**src/rtl/a2d_pkg.sv**
```systemverilog
// Shared types, constants and helpers for the A2D conversion interface.
// Divider compare points place MOSI shifts on SCLK falls and MISO samples on SCLK rises.
package a2d_pkg;

  localparam int unsigned SCLK_DIV_W = 5;
  localparam int unsigned FRAME_BITS = 16;
  localparam int unsigned BIT_CNT_W  = $clog2(FRAME_BITS);
  localparam int unsigned RES_W      = 12;

  localparam logic [SCLK_DIV_W-1:0] DIV_PRELOAD = 5'b10111;
  localparam logic [SCLK_DIV_W-1:0] DIV_SHIFT   = 5'b11111;
  localparam logic [SCLK_DIV_W-1:0] DIV_SAMPLE  = 5'b01111;

  typedef enum logic [1:0] {IDLE, TX1, GAP, TX2} a2d_state_t;
  typedef enum logic [1:0] {SPI_IDLE, SPI_ACTIVE, SPI_PORCH} spi_state_t;

  function automatic logic [FRAME_BITS-1:0] cmd_build(input logic [2:0] ch);
    return {2'b00, ch, 11'h000};
  endfunction

endpackage

```
**src/rtl/spi_mstr16.sv**
```systemverilog
// 16-bit SPI master: SCLK idles high, MOSI changes on SCLK falls, MISO sampled on SCLK rises.
// Each frame is bracketed by a 9-clk front porch and a back porch ending at the divider wrap.
module spi_mstr16
  import a2d_pkg::*;
(
  input  logic                  clk,
  input  logic                  rst_n,
  input  logic                  wrt,
  input  logic [FRAME_BITS-1:0] cmd,
  output logic                  done,
  output logic [FRAME_BITS-1:0] rd_data,
  output logic                  SS_n,
  output logic                  SCLK,
  output logic                  MOSI,
  input  logic                  MISO
);

  spi_state_t state, nxt_state;

  logic [SCLK_DIV_W-1:0] div, div_inc;
  logic [BIT_CNT_W-1:0]  bit_cnt;
  logic [FRAME_BITS-1:0] tx_shreg, rx_shreg;
  logic                  load, smpl, shft, finish;

  assign div_inc = div + SCLK_DIV_W'(1);
  assign MOSI    = tx_shreg[FRAME_BITS-1];
  assign rd_data = rx_shreg;

  always_ff @(posedge clk or negedge rst_n) begin
    if (!rst_n) state <= SPI_IDLE;
    else        state <= nxt_state;
  end

  always_comb begin
    nxt_state = state;
    case (state)
      SPI_IDLE:   if (wrt) nxt_state = SPI_ACTIVE;
      SPI_ACTIVE: if (smpl && (bit_cnt == '1)) nxt_state = SPI_PORCH;
      SPI_PORCH:  if (div == DIV_SHIFT) nxt_state = SPI_IDLE;
      default:    nxt_state = SPI_IDLE;
    endcase
  end

  // The first SCLK fall happens before any sample (bit_cnt still 0) and must not shift MOSI.
  always_comb begin
    load   = (state == SPI_IDLE) && wrt;
    smpl   = (state == SPI_ACTIVE) && (div == DIV_SAMPLE);
    shft   = (state == SPI_ACTIVE) && (div == DIV_SHIFT) && (bit_cnt != '0);
    finish = (state == SPI_PORCH) && (div == DIV_SHIFT);
  end

  always_ff @(posedge clk or negedge rst_n) begin
    if (!rst_n) begin
      div      <= '0;
      bit_cnt  <= '0;
      tx_shreg <= '0;
      rx_shreg <= '0;
      SS_n     <= 1'b1;
      SCLK     <= 1'b1;
      done     <= 1'b0;
    end else begin
      done <= finish;
      if (load) begin
        div      <= DIV_PRELOAD;
        bit_cnt  <= '0;
        tx_shreg <= cmd;
        SS_n     <= 1'b0;
        SCLK     <= 1'b1;
      end else if (finish) begin
        SS_n <= 1'b1;
        SCLK <= 1'b1;
      end else if (state != SPI_IDLE) begin
        div  <= div_inc;
        SCLK <= div_inc[SCLK_DIV_W-1];
      end
      if (shft) tx_shreg <= {tx_shreg[FRAME_BITS-2:0], 1'b0};
      if (smpl) begin
        rx_shreg <= {rx_shreg[FRAME_BITS-2:0], MISO};
        bit_cnt  <= bit_cnt + BIT_CNT_W'(1);
      end
    end
  end

endmodule

```
**src/rtl/a2d_intf.sv**
```systemverilog
// Conversion responder: on strt_cnv runs an address frame then a result frame to the A2D,
// then presents res with cnv_cmplt held until the next accepted request.
module a2d_intf
  import a2d_pkg::*;
(
  input  logic             clk,
  input  logic             rst_n,
  input  logic             strt_cnv,
  input  logic [2:0]       chnnl,
  output logic             cnv_cmplt,
  output logic [RES_W-1:0] res,
  output logic             a2d_SS_n,
  output logic             SCLK,
  output logic             MOSI,
  input  logic             MISO
);

  a2d_state_t state, nxt_state;

  logic                  wrt, done;
  logic [FRAME_BITS-1:0] cmd, rd_data;
  logic [3:0]            lead_unused;

  // The A2D's leading nibble carries no data.
  assign lead_unused = rd_data[FRAME_BITS-1:RES_W];

  spi_mstr16 u_spi (
    .clk     (clk),
    .rst_n   (rst_n),
    .wrt     (wrt),
    .cmd     (cmd),
    .done    (done),
    .rd_data (rd_data),
    .SS_n    (a2d_SS_n),
    .SCLK    (SCLK),
    .MOSI    (MOSI),
    .MISO    (MISO)
  );

  always_ff @(posedge clk or negedge rst_n) begin
    if (!rst_n) state <= IDLE;
    else        state <= nxt_state;
  end

  always_comb begin
    nxt_state = state;
    case (state)
      IDLE:    if (strt_cnv) nxt_state = TX1;
      TX1:     if (done) nxt_state = GAP;
      GAP:     nxt_state = TX2;
      TX2:     if (done) nxt_state = IDLE;
      default: nxt_state = IDLE;
    endcase
  end

  // The channel is latched by the SPI command shift register on the accept cycle itself.
  always_comb begin
    wrt = 1'b0;
    cmd = '0;
    case (state)
      IDLE: begin
        wrt = strt_cnv;
        cmd = cmd_build(chnnl);
      end
      GAP:     wrt = 1'b1;
      default: ;
    endcase
  end

  always_ff @(posedge clk or negedge rst_n) begin
    if (!rst_n) begin
      cnv_cmplt <= 1'b0;
      res       <= '0;
    end else if ((state == IDLE) && strt_cnv) begin
      cnv_cmplt <= 1'b0;
    end else if ((state == TX2) && done) begin
      cnv_cmplt <= 1'b1;
      res       <= rd_data[RES_W-1:0];
    end
  end

endmodule
```
**config.mk**
```make
export PLATFORM = sky130hd
export DESIGN_NAME = a2d_intf
export DESIGN_NICKNAME = d
export VERILOG_FILES = /design/src/rtl/a2d_pkg.sv /design/src/rtl/spi_mstr16.sv /design/src/rtl/a2d_intf.sv
export SDC_FILE = /design/constraint.sdc
export NUM_CORES = 1
export LEC_CHECK = 0
export CORE_AREA = 2 2 65 67
export DETAILED_ROUTE_END_ITERATION = 6
export DIE_AREA = 0 0 67 69
export DONT_BUFFER_PORTS = 1
export GPL_ROUTABILITY_DRIVEN = 0
export MAX_ROUTING_LAYER = met4
export PLACE_DENSITY = 0.71
export SLEW_MARGIN = 20
export SYNTH_ARGS = -nofsm -noshare
export SYNTH_HDL_FRONTEND = slang
export SYNTH_SLANG_ARGS = --single-unit
export TNS_END_PERCENT = 5
```
**constraint.sdc**
```tcl
create_clock -name clk -period 4.2 [get_ports clk]
set_input_delay 0.63 -clock clk [delete_from_list [all_inputs] [get_ports clk]]
set_output_delay 0.63 -clock clk [all_outputs]
set_load 0.03 [all_outputs]
```
# Yosys cells after proc, flatten, opt, wreduce, memory -nomap -nowiden
# Index checks and enable logic that the tools add are counted.
[classes] n_reduce_logical=22 n_eq_ne=15 bitwise_logic=1 muxes=24 addsub=2
[ops] op="2-to-1 mux 16 bit" n=2
[ops] op="2-to-1 mux 5 bit" n=3
[ops] op="2-to-1 mux 14 bit" n=1
[ops] op="2-to-1 mux 2 bit" n=6
[ops] op="inequality test 2 x 1 -> 1 bit, second input constant" n=6
[ops] op="nonzero test 2 bit" n=6
[ops] op="logical AND 1 bit" n=8
[ops] op="2-to-1 mux 4 bit" n=2
[ops] op="one-hot mux 2 bit (4 select lines)" n=1
[ops] op="2-to-1 mux 1 bit" n=7
[ops] op="equality test 2 bit, second input constant" n=3
[ops] op="one-hot mux 2 bit (3 select lines)" n=1
[ops] op="AND reduction 3 bit" n=2
[ops] op="adder 5 x 1 -> 5 bit, second input constant" n=1
[ops] op="equality test 5 x 4 -> 1 bit, second input constant" n=1
[ops] op="equality test 5 bit, second input constant" n=1
[ops] op="adder 4 x 1 -> 4 bit, second input constant" n=1
[ops] op="equality test 2 x 1 -> 1 bit, second input constant" n=2
[ops] op="equality test 4 bit, second input constant" n=1
[ops] op="zero test 2 bit" n=2
[ops] op="AND reduction 2 bit" n=2
[ops] op="nonzero test 4 bit" n=1
[ops] op="nonzero test 3 bit" n=1
[ops] op="inequality test 2 bit, second input constant" n=1
[ops] op="2 further kinds" n=2
[word_totals] word_cells=75 regBits=57 inputBits=7 output_inout_bits=16

# Longest topological paths before layout
# Gate-level depths: netlist of run 1.
[logic_depth] ltp_word=5 depth_mapped=8 ltp_nobuf=7

# Modules after synthesis
# A second synthesis of run 1 with hierarchy kept.
[unflattened] cells_unflattened=242 hier_area_um2=2781.4
[by_module_without_submodules] module="spi_mstr16" instances=1 cells_each=192 area_each_um2=2088.3 seq_area_each_um2=1153.6
[by_module_without_submodules] module="a2d_intf" instances=1 cells_each=50 area_each_um2=693.2 seq_area_each_um2=375.4

# Worst setup path before layout of run 1
# No wires, ideal clock.
[synth_timing] kind="reg2reg" startpoint="reg u_spi.div[0]" endpoint="reg u_spi.rx_shreg[0] (netlist: u_spi.rd_data[0])" path_buffers=1 path_slack_ps=2496 arrival_ps=1579 period_less_slack_ps=1704 setup_time_ps=125 required_time_ps=4075 stages_incl_launch_ff=7 path_cell_list="dfrtp_1 -> ha_1 -> and3_1 -> ha_1 -> nand3b_1 -> buf_2 -> mux2_2"
[synth_between] elab_chain_cells=2
[synth_lines] element="start, declared" line="spi_mstr16.sv:20" source="logic [SCLK_DIV_W-1:0] div, div_inc;"
[synth_lines] element="start signal, assigned" line="spi_mstr16.sv:73" source="div <= div_inc;"
[synth_lines] element="equality test 5 x 4 -> 1 bit" line="spi_mstr16.sv:47" source="smpl = (state == SPI_ACTIVE) && (div == DIV_SAMPLE);"
[synth_lines] element="logical AND 1 bit" line="spi_mstr16.sv:47"
[synth_lines] element="end signal, assigned" line="spi_mstr16.sv:78" source="rx_shreg <= {rx_shreg[FRAME_BITS-2:0], MISO};"
[synth_lines] element="end, declared" line="spi_mstr16.sv:22" source="logic [FRAME_BITS-1:0] tx_shreg, rx_shreg;"
# Every way passes these cells.
# A chain may end at the register's enable or synchronous reset.

# Worst setup path after layout of run 1
[layout_timing] startpoint="reg u_spi.div[0]" endpoint="reg u_spi.bit_cnt[2]"
[layout_between] elab_chain_cells=3 elab_cells_between_ends=4 cone_classes="1 x eq/ne; 1 x mux; 2 x reduce/logical"
[layout_lines] element="equality test 5 x 4 -> 1 bit (*)" line="spi_mstr16.sv:47"
[layout_lines] element="logical AND 1 bit (*)" line="spi_mstr16.sv:47"
[layout_lines] element="2-to-1 mux 4 bit / nonzero test 2 bit (equally long branches)"
[layout_lines] element="end signal, assigned" line="spi_mstr16.sv:79" source="bit_cnt <= bit_cnt + BIT_CNT_W'(1);"
[layout_lines] element="end, declared" line="spi_mstr16.sv:21" source="logic [BIT_CNT_W-1:0] bit_cnt;"
# Mark *: on every way between the ends. The rest lies on a longest branch, timed or not.

==> results by group, run 1 <==
Run status
  – Status: finished, final reports clean

Detailed routing
  – DR vias/cell: between 5 and 6
  – Routed Antenna Nets: 0
  – Drt pass-1 iters: 4
  – Routed WL: 3490 um
  – DRC: 0
  – Routed wire per std cell: around 16 um
  – First DRT Iteration DRCs: 73
  – DR vias: around 1200

Yosys
  – Mapped Avg Cell Area: 12.5 um^2
  – Synth Cell Area: slightly above 0.002 mm^2
  – EDFF count, synth: 0
  – Most used DFF post-synth: dfrtp_1
  – Yosys warns: 0
  – Post-Syn Nets: roughly 180
  – Top area cells in the synthesized netlist: dfrtp_1 (54%), mux2_2 (13%), ha_1 (6.1%)
  – Cell variety after synth: 39
  – Top-count cell post-synth: dfrtp_1
  – Area share of the largest cell type after synthesis: a little over half
  – Flops & latches, synth: between 40 and 50
  – Synth area leader: dfrtp_1
  – Commonest cells in the netlist: dfrtp_1 (44), mux2_2 (24), nand2_1 (13)
  – Mapped Cells: about 160
  – Post-synthesis sequential area ratio: between 50% and 60%
  – Post-synth ARST share: 100%

Clock tree
  – CTS Sinks: 46
  – CTS max path bufs: 2
  – Post-CTS Resized: 0
  – H-tree depth: 2
  – Worst-path clk slew: approximately 0.080 ns
  – Clock insertion delay at the later pin of the skew report: 0.30 ns
  – Total CTS buffers: 5
  – Number of setup buffers added after CTS: 0
  – CTS tree: built
  – Clock Tree Root: clkbuf_8

Worst setup path
  – Critical Path RT: approximately 4.4 ns
  – CP max FO: 20
  – Worst Setup Path Type: reg2reg
  – Critical Path Start Type: register
  – WP data arrival: around 2.5 ns
  – Worst setup EP type: register

Timing
  – Final setup viols: 0
  – Min cycle time layout: ~2.3 ns
  – Fmax achieved: roughly 0.43 GHz
  – Skew final: between 0.008 and 0.009 ns
  – Relative slew slack: approximately two fifths
  – Fin crit share: 55.3%
  – Unrepaired setup endpoints after global routing: no
  – Setup TNS: 0 ns
  – Slew @ Worst Pin: 0.872 ns
  – Max-slew violations: 0
  – Final Hold Vio Count: 0

Pwr
  – Leak Pwr: ~1.1 nW
  – Peak supply drop: between 0.2 and 0.3 mV
  – P per Cell Area: around 330 mW/mm^2

Global route
  – First-pass GRT wire length: between 6000 and 7000 um
  – Antenna violations before repair: 0
  – Vias in the first global route: about 1300
  – Largest net degree at the start of global routing: 47
  – Congestion Overflow GR: 0
  – Total GRT Usage: between 10% and 20%

Die
  – Starting Density: around 52%
  – Area of the core: ~0.0039 mm^2
  – Ports: 23
  – Die width: between 60 and 70 um
  – Die height: 69 um
  – Site Rows: 23
  – Die area: approximately 0.0046 mm^2

Worst hold path
  – Worst min path class: in2async

Flow run
  – Max Cap Viol: 0

Cells and area
  – Layout Utilization: ~56%
  – Layout cells sized above 1: a little over a quarter
  – FILL cells: 330
  – Non-Filler Instances: between 200 and 250
  – Nets@finish: 184
  – Ant. Diodes: 0
  – Synth-to-layout area growth: 6.89%

Place
  – DP Wirelength: 2390 um
  – Cells after DPL: between 200 and 250
  – Count of input and output buffers: 0
## routing by layer
| layer | global-route usage (%) | share of wire (%) |
|---|---|---|
| met2 | 28.3 | 52 |
| met3 | 7.01 | 5.8 |
| met1 | 20.0 | 40 |
| met4 | 8.39 | 2.4 |
| met5 | - | 0 |
## through the flow
step / worst slack [ns] / power (mW) / cell area [um^2] / hold WS [ns]
floorplan: 2.50 / 0.453 / 2050 / 0.334
global placement: 1.94 / 0.453 / 2070 / 0.335
detailed placement: 1.85 / 0.453 / 2080 / 0.336
CTS: 1.83 / 0.728 / 2170 / 0.00517
global route: 1.58 / 0.757 / 2190 / -0.00201
finish: 1.88 / 0.729 / 2190 / 0.0134
## cell usage in the layout (no fill, tap or decap), types with 2 or more instances in the layout
| cell type | instances |
|---|---|
| dfrtp_1 | 44 |
| mux2_2 | 24 |
| nand2_1 | 13 |
| inv_1 | 10 |
| ha_1 | 10 |
| nor2_1 | 6 |
| a21oi_1 | 6 |
| clkbuf_8 | 6 |
| o21ai_0 | 4 |
| nor2b_1 | 3 |
| o21ai_1 | 3 |
| o22ai_1 | 3 |
| xor2_1 | 3 |
| nor3_1 | 2 |
| a21oi_2 | 2 |
| a31oi_1 | 2 |
| nand3_1 | 2 |
| mux2i_1 | 2 |
| dfstp_2 | 2 |
## power by group
part           total, mW  switching, mW  leakage [nW]  internal, mW
logic            0.00821        0.00579         0.435       0.00243
registers          0.443       0.000357         0.571         0.443
clock network      0.277          0.145        0.0472         0.132
## critical path: stages, from the launching register on
cell and delay [ns]:
dfrtp_1 0.39, ha_1 0.17, and3_1 0.19, ha_1 0.17
nand3b_1 0.59, o21ai_1 0.36, o21ai_0 0.13, a21o_1 0.20
## flip-flops by register name, indices dropped and copies added (netlist names)
| register | count |
|---|---|
| res | 12 |
| u_spi.rd_data | 12 |
| u_spi.div | 5 |
| u_spi.tx_shreg | 5 |
| u_spi.bit_cnt | 4 |
| state | 2 |
| u_spi.state | 2 |
| cnv_cmplt | 1 |
| u_spi.SCLK | 1 |
| u_spi.SS_n | 1 |
| u_spi.done | 1 |
## path summary, 6_finish.rpt
kind                               startpoint            endpoint  slack (ns)  cells past startpoint
setup reg to reg                 u_spi.div[0]    u_spi.bit_cnt[2]        1.88                      7
hold / removal                          rst_n    u_spi.bit_cnt[0]        0.01                      0
setup / recovery                 u_spi.div[0]    u_spi.bit_cnt[2]        1.88                      7
hold reg to reg            u_spi.tx_shreg[14]  u_spi.tx_shreg[15]        0.51                      2
min in group clk                     strt_cnv           cnv_cmplt        0.41                      1
max in group asynchronous               rst_n              res[6]        3.89                      1
## cell type report
cell class,count,area (um^2),area share (%)
repair buffers,1,20.0,0.913
multi-input cells,103,823,37.6
inverters,10,37.5,1.71
clock buffers,6,82.6,3.77
flip-flops and latches,46,1150,52.6
well taps,50,62.6,2.85
clock inverters,2,12.5,0.571
## cell families (layout without fill, tap and decap cells)
kind of cell / count (synthesis) / count (layout) / synth area share (%)
AOI/OAI and AO/OA: 26 / 26 / 8.36
xor gates and xnor gates: 4 / 4 / 1.71
adders and majority gates: 10 / 10 / 6.10
buffers and inverters: 15 / 19 / 3.78
DFF: 46 / 46 / 56.3
muxes: 27 / 27 / 14.7
and+or+nand+nor: 36 / 36 / 9.09
## what timing repair did
action                                  4_1_cts  5_1_grt
endpoints found under the setup margin        0        0
hold buffers                                  0        1
hold endpoints to repair                      0       32
Note: power is estimated with default switching activity, not from simulation.
==> run 2, diff against run 1 <==
- PLACE_DENSITY: 0.71 -> 0.73
- clock period: 4.2 -> 2.01 ns (I/O delays scaled with it)
==> run 2 against run 1 <==
  * Total power rose by 120%
  * Clock power increased by 140%
  * Design area increased by 2.5%
  * Critical path depth unchanged
  * Clock skew decreased by 0.00077 ns
  * Die area is the same
==> results by group, run 2 (synthesis results as in run 1) <==
Run status
  – Status: finished, final reports clean (unchanged)

Detailed routing
  – DR vias/cell: 5.53 (was 5.60)
  – Max layer used: met4 (unchanged)
  – First DRT Iteration DRCs: 78 (was 73)
  – Met2 WL post-DR: 1740 um (was 1810 um)
  – Drt pass-1 iters: 4 (unchanged)
  – DR vias: 1223 (was 1221)
  – DRT met1 WL: 1380 um (was 1400 um)
  – Routed wire per std cell: 15.4 um (was 16.0 um)
  – DRC: 0 (unchanged)
  – Routed WL: 3410 um (was 3490 um)
  – Met3 Wirelength: 210 um (was 204 um)
  – Routed Antenna Nets: 0 (unchanged)

Clock tree
  – Clock insertion delay at the later pin of the skew report: 0.30 ns (about the same)
  – CTS Sinks: 46 (unchanged)
  – Total CTS buffers: 5 (unchanged)
  – CTS tree: built (unchanged)
  – CTS max path bufs: 2 (unchanged)
  – H-tree depth: 2 (unchanged)
  – Worst-path clk slew: 0.08 ns (about the same)
  – Clock Tree Root: clkbuf_8 (unchanged)

Timing
  – Max-slew violations: 0 (unchanged)
  – Unrepaired setup endpoints after global routing: no (unchanged)
  – Setup TNS: 0 ns (unchanged)
  – Min cycle time layout: 1.90 ns (was 2.32 ns)
  – Final setup viols: 0 (unchanged)
  – Final Hold Vio Count: 0 (unchanged)
  – Worst hold margin: 0.0996 ns (was 0.0134 ns)
  – Slew @ Worst Pin: 0.380 ns (was 0.872 ns)
  – Relative slew slack: 74.7% (was 41.7%)
  – Skew final: 0.00752 ns (was 0.00829 ns)
  – Fin crit share: 94.5% (was 55.3%)
  – Fmax achieved: 0.526 GHz (was 0.431 GHz)

Pwr
  – Tot Pwr: 1.62 mW (was 0.729 mW)
  – Switching pwr: 0.318 mW (was 0.151 mW)
  – Combinational power share: 1.6% (was 1.1%)
  – Cell-internal power: 1.30 mW (was 0.578 mW)
  – Peak supply drop: 0.481 mV (was 0.264 mV)
  – Leak Pwr: 1.09 nW (was 1.05 nW)
  – P per Cell Area: 719 mW/mm^2 (was 332 mW/mm^2)
  – Seq pwr share: 57.3% (was 60.9%)
  – Net Sw Frac: 19.6% (was 20.7%)
  – Clock Power Share: 41.1% (was 38.0%)

Die
  – Starting Density: 52.4% (unchanged)
  – Ports: 23 (unchanged)
  – Area of the core: 0.00391 mm^2 (unchanged)
  – Die height: 69 um (unchanged)
  – Die area: 0.00462 mm^2 (unchanged)
  – Site Rows: 23 (unchanged)
  – Die width: 67 um (unchanged)

Worst setup path
  – CP max FO: 5 (was 20)
  – FF-to-FF path depth: 7 (unchanged)
  – WP data arrival: 2.07 ns (was 2.52 ns)
  – Flop-to-flop setup slack: 0.11 ns (was 1.88 ns)
  – Reg2reg start: u_spi.div[0] (unchanged)
  – Reg-to-reg critical path endpoint: u_spi.div[1] (was u_spi.bit_cnt[2])
  – Critical Path Start Type: register (unchanged)
  – Critical Path RT: 2.18 ns (was 4.40 ns)
  – Worst Setup EP: u_spi.div[1] (was u_spi.bit_cnt[2])
  – Worst setup EP type: register (unchanged)
  – Worst Setup Path Type: reg2reg (unchanged)
  – Worst setup path start: u_spi.div[0] (unchanged)

Cells and area
  – Synth-to-layout area growth: 9.58% (was 6.89%)
  – Non-Filler Instances: 221 (was 218)
  – Layout cells sized above 1: 26.3% (was 26.2%)
  – FILL cells: 340 (was 330)
  – Most frequent cells in the layout: dfrtp_1 (44), mux2_2 (24), nand2_1 (13) (unchanged)
  – Ant. Diodes: 0 (unchanged)
  – Commonest non-fill, non-tap cell in the layout: dfrtp_1 (unchanged)
  – Nets@finish: 187 (was 184)
  – Finished Cell Area: 0.00225 mm^2 (was 0.00219 mm^2)

Global route
  – First-pass GRT wire length: 5860 um (was 6070 um)
  – Congestion Overflow GR: 0 (unchanged)
  – Vias in the first global route: 1302 (was 1348)
  – Total GRT Usage: 17.3% (was 18.1%)
  – Largest net degree at the start of global routing: 47 (unchanged)
  – Antenna violations before repair: 0 (unchanged)

Place
  – Cells after DPL: 211 (was 209)
  – Count of input and output buffers: 0 (unchanged)
  – DP Wirelength: 2500 um (was 2390 um)
  – Placed cell area: 0.00210 mm^2 (was 0.00208 mm^2)

Worst hold path
  – WHS Path Cells: 1
  – Worst min path class: in2reg (was in2async)
  – Min-delay src: strt_cnv

Flow run
  – Max Cap Viol: 0 (unchanged)
run 2: per-stage QoR:
step           utilization (%)  worst slack, ns
2_1_floorplan                -            0.306
3_3_place_gp              53.7            0.258
3_5_place_dp              53.7            0.126
4_1_cts                   57.4            0.113
5_1_grt                   57.4          0.00657
6_report                  57.4            0.110
run 2: worst min path at each step:
stage / end / slack (ns)
CTS: cnv_cmplt / 0.08
global placement: u_spi.div[3] / 0.007
global route: cnv_cmplt / 0.09
finish: cnv_cmplt / 0.1
floorplan: cnv_cmplt / 0.006
detailed placement: u_spi.div[3] / 0.007
run 2: critical path: stages (launching register included):
cell,delay [ns]
dfrtp_1,0.42
ha_1,0.22
and3_1,0.21
ha_1,0.20
nor2b_1,0.26
or2_2,0.21
mux2i_1,0.18
nand2_1,0.07
run 2: cell type report:
class	instances	area [um^2]	share of cell area [%]
inverters	10	37.5	1.67
flip-flops and latches	46	1150	51.3
repair buffers	4	65.1	2.90
clock buffers	5	68.8	3.06
multi-input cells	103	820	36.5
well taps	50	62.6	2.78
clock inverters	3	40.0	1.78
run 2: power by group through the flow:
stage               logic, mW  clock network, mW  registers, mW
finish                 0.0258              0.665          0.926
global route           0.0302              0.730          0.927
global placement      0.00110                  0          0.945
CTS                    0.0277              0.689          0.926
floorplan             0.00109                  0          0.945
detailed placement    0.00118                  0          0.945
run 2: per-layer routing:
layer	vias to the layer above	GRT usage (%)
li1	573	-
met1	617	19.0
met2	26	27.9
met3	7	5.87
met4	0	7.94
met5	-	-
run 2: what timing repair did:
action	in CTS	in global routing
hold buffers	2	0
buffers inserted	0	0
hold endpoints to repair	46	0
gates resized for setup	0	0
